<file path="src/rtl/fetch_unit.sv">
// Instruction fetch front end: issues in-order fetches, tags each response with its PC,
// buffers instructions for decode and discards responses made stale by a redirect.
module fetch_unit #(
    parameter int                    DATA_WIDTH = 32,
    parameter logic [DATA_WIDTH-1:0] RESET_PC   = '0,
    parameter int                    DEPTH      = 2
) (
    input  logic                  clk,
    input  logic                  rst,
    input  logic                  stall,
    input  logic                  redirect,
    input  logic [DATA_WIDTH-1:0] redirect_target,
    output logic                  imem_req_valid,
    input  logic                  imem_req_ready,
    output logic [DATA_WIDTH-1:0] imem_req_addr,
    input  logic                  imem_rsp_valid,
    input  logic [DATA_WIDTH-1:0] imem_rsp_data,
    output logic                  instr_valid,
    output logic [DATA_WIDTH-1:0] instruction,
    output logic [DATA_WIDTH-1:0] pc_f,
    output logic [DATA_WIDTH-1:0] pcPlus4_f
);

    localparam int                    CNT_W    = $clog2(DEPTH + 1);
    localparam int                    PTR_W    = (DEPTH > 1) ? $clog2(DEPTH) : 1;
    localparam logic [PTR_W-1:0]      LAST_PTR = PTR_W'(DEPTH - 1);
    localparam logic [CNT_W:0]        LIMIT    = (CNT_W + 1)'(DEPTH);
    localparam logic [DATA_WIDTH-1:0] NOP      = DATA_WIDTH'(32'h0000_0013);
    localparam logic [DATA_WIDTH-1:0] FOUR     = DATA_WIDTH'(4);

    logic [DATA_WIDTH-1:0] fetch_pc_q, fetch_pc_d;
    logic [CNT_W-1:0]      outstanding_q, outstanding_d;
    logic [CNT_W-1:0]      drop_q, drop_d;
    logic [CNT_W-1:0]      buf_count_q, buf_count_d;
    logic [PTR_W-1:0]      tag_wr_q, tag_rd_q, buf_wr_q, buf_rd_q;
    logic [DATA_WIDTH-1:0] tag_mem_q  [DEPTH];
    logic [DATA_WIDTH-1:0] buf_pc_q   [DEPTH];
    logic [DATA_WIDTH-1:0] buf_data_q [DEPTH];
    logic [DATA_WIDTH-1:0] last_pc_q, last_pc4_q;

    logic [CNT_W:0]        in_flight;
    logic                  req_fire, rsp_take, buf_push, buf_pop;
    logic [DATA_WIDTH-1:0] head_pc, head_data;

    function automatic logic [PTR_W-1:0] ptr_inc(input logic [PTR_W-1:0] p);
        return (p == LAST_PTR) ? '0 : p + PTR_W'(1);
    endfunction

    // Requests are capped so every in-flight response is guaranteed a buffer slot.
    assign in_flight      = {1'b0, outstanding_q} + {1'b0, buf_count_q};
    assign imem_req_valid = !rst && !redirect && (in_flight < LIMIT);
    assign imem_req_addr  = fetch_pc_q;
    assign req_fire       = imem_req_valid && imem_req_ready;
    assign rsp_take       = imem_rsp_valid && (outstanding_q != '0);
    assign buf_push       = rsp_take && (drop_q == '0) && !redirect;
    assign instr_valid    = (buf_count_q != '0);
    assign buf_pop        = instr_valid && !stall && !redirect;

    assign head_pc     = buf_pc_q[buf_rd_q];
    assign head_data   = buf_data_q[buf_rd_q];
    assign instruction = instr_valid ? head_data : NOP;
    assign pc_f        = instr_valid ? head_pc : last_pc_q;
    assign pcPlus4_f   = instr_valid ? head_pc + FOUR : last_pc4_q;

    always_comb begin
        fetch_pc_d = fetch_pc_q;
        if (redirect) begin
            fetch_pc_d = {redirect_target[DATA_WIDTH-1:2], 2'b00};
        end else if (req_fire) begin
            fetch_pc_d = fetch_pc_q + FOUR;
        end

        outstanding_d = outstanding_q + CNT_W'(req_fire) - CNT_W'(rsp_take);

        // Everything still in flight after a redirect belongs to the abandoned path.
        drop_d = drop_q;
        if (redirect) begin
            drop_d = outstanding_q - CNT_W'(rsp_take);
        end else if (rsp_take && (drop_q != '0)) begin
            drop_d = drop_q - CNT_W'(1);
        end

        buf_count_d = buf_count_q + CNT_W'(buf_push) - CNT_W'(buf_pop);
        if (redirect) begin
            buf_count_d = '0;
        end
    end

    always_ff @(posedge clk or posedge rst) begin
        if (rst) begin
            fetch_pc_q    <= RESET_PC;
            outstanding_q <= '0;
            drop_q        <= '0;
            buf_count_q   <= '0;
            tag_wr_q      <= '0;
            tag_rd_q      <= '0;
            buf_wr_q      <= '0;
            buf_rd_q      <= '0;
            last_pc_q     <= '0;
            last_pc4_q    <= '0;
        end else begin
            fetch_pc_q    <= fetch_pc_d;
            outstanding_q <= outstanding_d;
            drop_q        <= drop_d;
            buf_count_q   <= buf_count_d;
            if (req_fire) tag_wr_q <= ptr_inc(tag_wr_q);
            if (rsp_take) tag_rd_q <= ptr_inc(tag_rd_q);
            if (redirect) begin
                buf_wr_q <= '0;
                buf_rd_q <= '0;
            end else begin
                if (buf_push) buf_wr_q <= ptr_inc(buf_wr_q);
                if (buf_pop)  buf_rd_q <= ptr_inc(buf_rd_q);
            end
            if (instr_valid) begin
                last_pc_q  <= pc_f;
                last_pc4_q <= pcPlus4_f;
            end
        end
    end

    // Storage carries no reset; occupancy is tracked entirely by the counters above.
    always_ff @(posedge clk) begin
        if (req_fire) tag_mem_q[tag_wr_q] <= fetch_pc_q;
        if (buf_push) begin
            buf_pc_q[buf_wr_q]   <= tag_mem_q[tag_rd_q];
            buf_data_q[buf_wr_q] <= imem_rsp_data;
        end
    end

    rsp_without_request: assert property (@(posedge clk) disable iff (rst)
        !(imem_rsp_valid && (outstanding_q == '0)));

endmodule

</file>
<file path="config.mk">
export PLATFORM = sky130hd
export DESIGN_NAME = fetch_unit
export DESIGN_NICKNAME = d
export VERILOG_FILES = /design/src/rtl/fetch_unit.sv
export SDC_FILE = /design/constraint.sdc
export NUM_CORES = 1
export LEC_CHECK = 0
export ABC_AREA = 1
export CELL_PAD_IN_SITES_DETAIL_PLACEMENT = 1
export CELL_PAD_IN_SITES_GLOBAL_PLACEMENT = 1
export CORE_UTILIZATION = 45
export DETAILED_ROUTE_END_ITERATION = 8
export HOLD_SLACK_MARGIN = 0.15
export PLACE_DENSITY = 0.87
export SKIP_CTS_REPAIR_TIMING = 1
export SKIP_LAST_GASP = 1
export SYNTH_ARGS = -nofsm -noshare
export SYNTH_HDL_FRONTEND = slang
export SYNTH_SLANG_ARGS = --single-unit
</file>
<file path="constraint.sdc">
create_clock -name clk -period 7 [get_ports clk]
set_clock_uncertainty 0.1 [all_clocks]
set_input_delay 1.4 -clock clk [delete_from_list [all_inputs] [get_ports clk]]
set_output_delay 1.4 -clock clk [all_outputs]
set_load 0.01 [all_outputs]
</file>
==> results.cfg <==
[routing]
ant_nets = 0
via_count = 10300
wl_per_cell_um = 19.28
drt-initial-drc-count = 685
drt-total-wl_um = 36920
drtPass1Iterations = 5
drc = 0
viasPerCell = 5.378

[grt]
antenna_found_initial = 0
grt_pass1_vias = 10870
grt_max_degree = 95
grt.overflow.total = 0
grt_usage = 0.2561
grt_pass1_wl_um = 57960

[timing]
slew_violations = 0
rsz0062_at_grt = false
post-route-period-util = 0.7917
worst_pin_slew_ps = 1022
slew_headroom = 0.3174
fin_setup_tns_ps = 0
setup_violations = 0
hold_viol = 0
post-route-min-period_ps = 5542
whs_ps = 376.6
timing.fmax_mhz = 180.5

[clock_tree]
cts_buffers = 30
path_clk_slew_ps = 60
numClockSinks = 288
htree_levels = 1
clock-root-buffer = clkbuf_16
cts_tree = done
clk_latency_ps = 560
cts_buffer_depth = 3

[floorplan]
num_io_pins = 200
rows = 61
initial_core_util = 0.4618
die_w_um = 171.8
core_um2 = 28090
die_height_um = 171.8
dieArea_um2 = 29510

[synthesis]
synth-seq-area-share = 0.6266
synth_cell_type_count = 50
synthCells = 1324
synth_area_um2 = 12970
synthFlopType = edfxtp_1
ys_async_sr_fraction = 0.3611
synth_edf_count = 184
syn_avg_cell_area_um2 = 9.797
ys_ff_latch = 288
synth_warnings = 0

[run_status]
status = finished, final reports clean

[placement]
hpwl_um = 25500
placed_area_um2 = 15250
gp_congestion = 0.8036
port_buffers = 195

[min_path]
hold_class = flip-flop to flip-flop

[layout]
final_cell_mix = nand2_1, clkdlybuf4s50_1, edfxtp_1
final_common_cell = nand2_1
diodes = 0
finalInstanceArea_um2 = 16290
fin_util = 0.5799
nets = 1592
nFillCells = 3124
drive_gt1_frac = 0.07612
area_growth_pct = 25.57

[run]
cap_violations = 0

[power]
ir_drop_mv = 0.1838
p_leak_nw = 6.643
power_density_nw_per_um2 = 380.4

[setup_path]
worst_setup_path_start_kind = flip-flop
crit_arrival_ps = 4040
crit_path_end_kind = output pin
cp_max_fo = 42
crit_type = flip-flop to output pin
required_ps = 5500
cell type report:
| class | instances | area, um2 | area share |
|---|---|---|---|
| Multi-Input combinational cell | 886 | 4225 | 0.2594 |
| Clock inverter | 15 | 162.7 | 0.009986 |
| Clock buffer | 41 | 873.3 | 0.05362 |
| Sequential cell | 288 | 8129 | 0.4991 |
| Tap cell | 378 | 473.0 | 0.02904 |
| Inverter | 100 | 382.9 | 0.02351 |
| Timing Repair Buffer | 207 | 2042 | 0.1254 |
critical path, stage by stage, from the launching register on:
cell and delay [ps]:
dfrtp_2 750, buf_4 520, nand2_1 170, nand2_1 140, ha_1 200, nand3_2 150, nor2_4 200, nand3_4 160
nor2_8 190, nand2_2 80, a22oi_1 300, clkdlybuf4s50_1 600
stage by stage:
stage / cells / power [mW] / setup WS, ps
after floorplan: 1325 / 3.507 / 789.4
after global placement: 1859 / 4.419 / 2188
after detailed placement: 1859 / 4.570 / 2050
after CTS: 1915 / 6.239 / 1460
after global routing: 1915 / 6.521 / 1242
final: 1915 / 6.197 / 1458
state kept, by name (all words and copies together) (netlist names):
register       cells
tag_rd_q           1
imem_req_addr     30
last_pc_q         32
last_pc4_q        32
drop_q             2
buf_pc_q          60
outstanding_q      2
tag_wr_q           1
buf_wr_q           1
buf_rd_q           1
tag_mem_q         60
buf_data_q        64
buf_count_q        2
cell families after synthesis:
kind of cell | Yosys count | synth area share
simple gates | 715 | 0.2340
flops | 288 | 0.6266
buf+inv | 151 | 0.05006
compound gates | 135 | 0.06251
xor+xnor | 23 | 0.01553
fa+ha+maj | 9 | 0.009261
mux | 2 | 0.001736
other cells | 1 | 0.0002891
final timing paths:
path	startpoint	end	slack [ps]	cells after the start
setup / recovery	buf_rd_q	pcPlus4_f[18]	1460	11
hold / removal	last_pc_q[13]	last_pc_q[13]	380	2
setup reg to reg	buf_count_q[0]	imem_req_addr[16]	3660	14
hold reg to reg	last_pc_q[13]	last_pc_q[13]	380	2
min in group asynchronous	rst	tag_rd_q	1160	2
max in group asynchronous	rst	last_pc4_q[3]	4290	3
per-layer routing:
layer / up-vias / routed length [um] / GRT usage
li1: 4782 / - / -
met1: 5135 / 15320 / 0.3228
met2: 302 / 18650 / 0.4508
met3: 80 / 1692 / 0.03221
met4: 0 / 1253 / 0.09350
met5: - / 0 / 0
synthesized netlist by cell type, types with 6 or more instances:
master	number	area share
nor2_2	7	0.0034
nand4_1	14	0.0068
o21bai_1	6	0.0035
inv_1	94	0.027
dfrtp_1	104	0.20
a21oi_1	34	0.013
o21ai_0	42	0.016
xor2_1	15	0.010
ha_1	8	0.0077
xnor2_1	8	0.0054
nand3_1	102	0.039
o21ai_1	7	0.0027
edfxtp_1	184	0.43
nand2_2	19	0.0092
nor2_1	127	0.037
nand2_1	417	0.12
buf_2	7	0.0027
buf_1	7	0.0020
o211ai_1	22	0.013
clkbuf_1	28	0.0081
nor3_1	11	0.0042
where the power goes:
group | switching [mW] | total [mW] | internal (mW)
Combinational | 1.27 | 2.20 | 0.927
Clock | 0.663 | 1.65 | 0.984
Sequential | 0.175 | 2.35 | 2.17
Note: power is estimated with default switching activity, not from simulation.
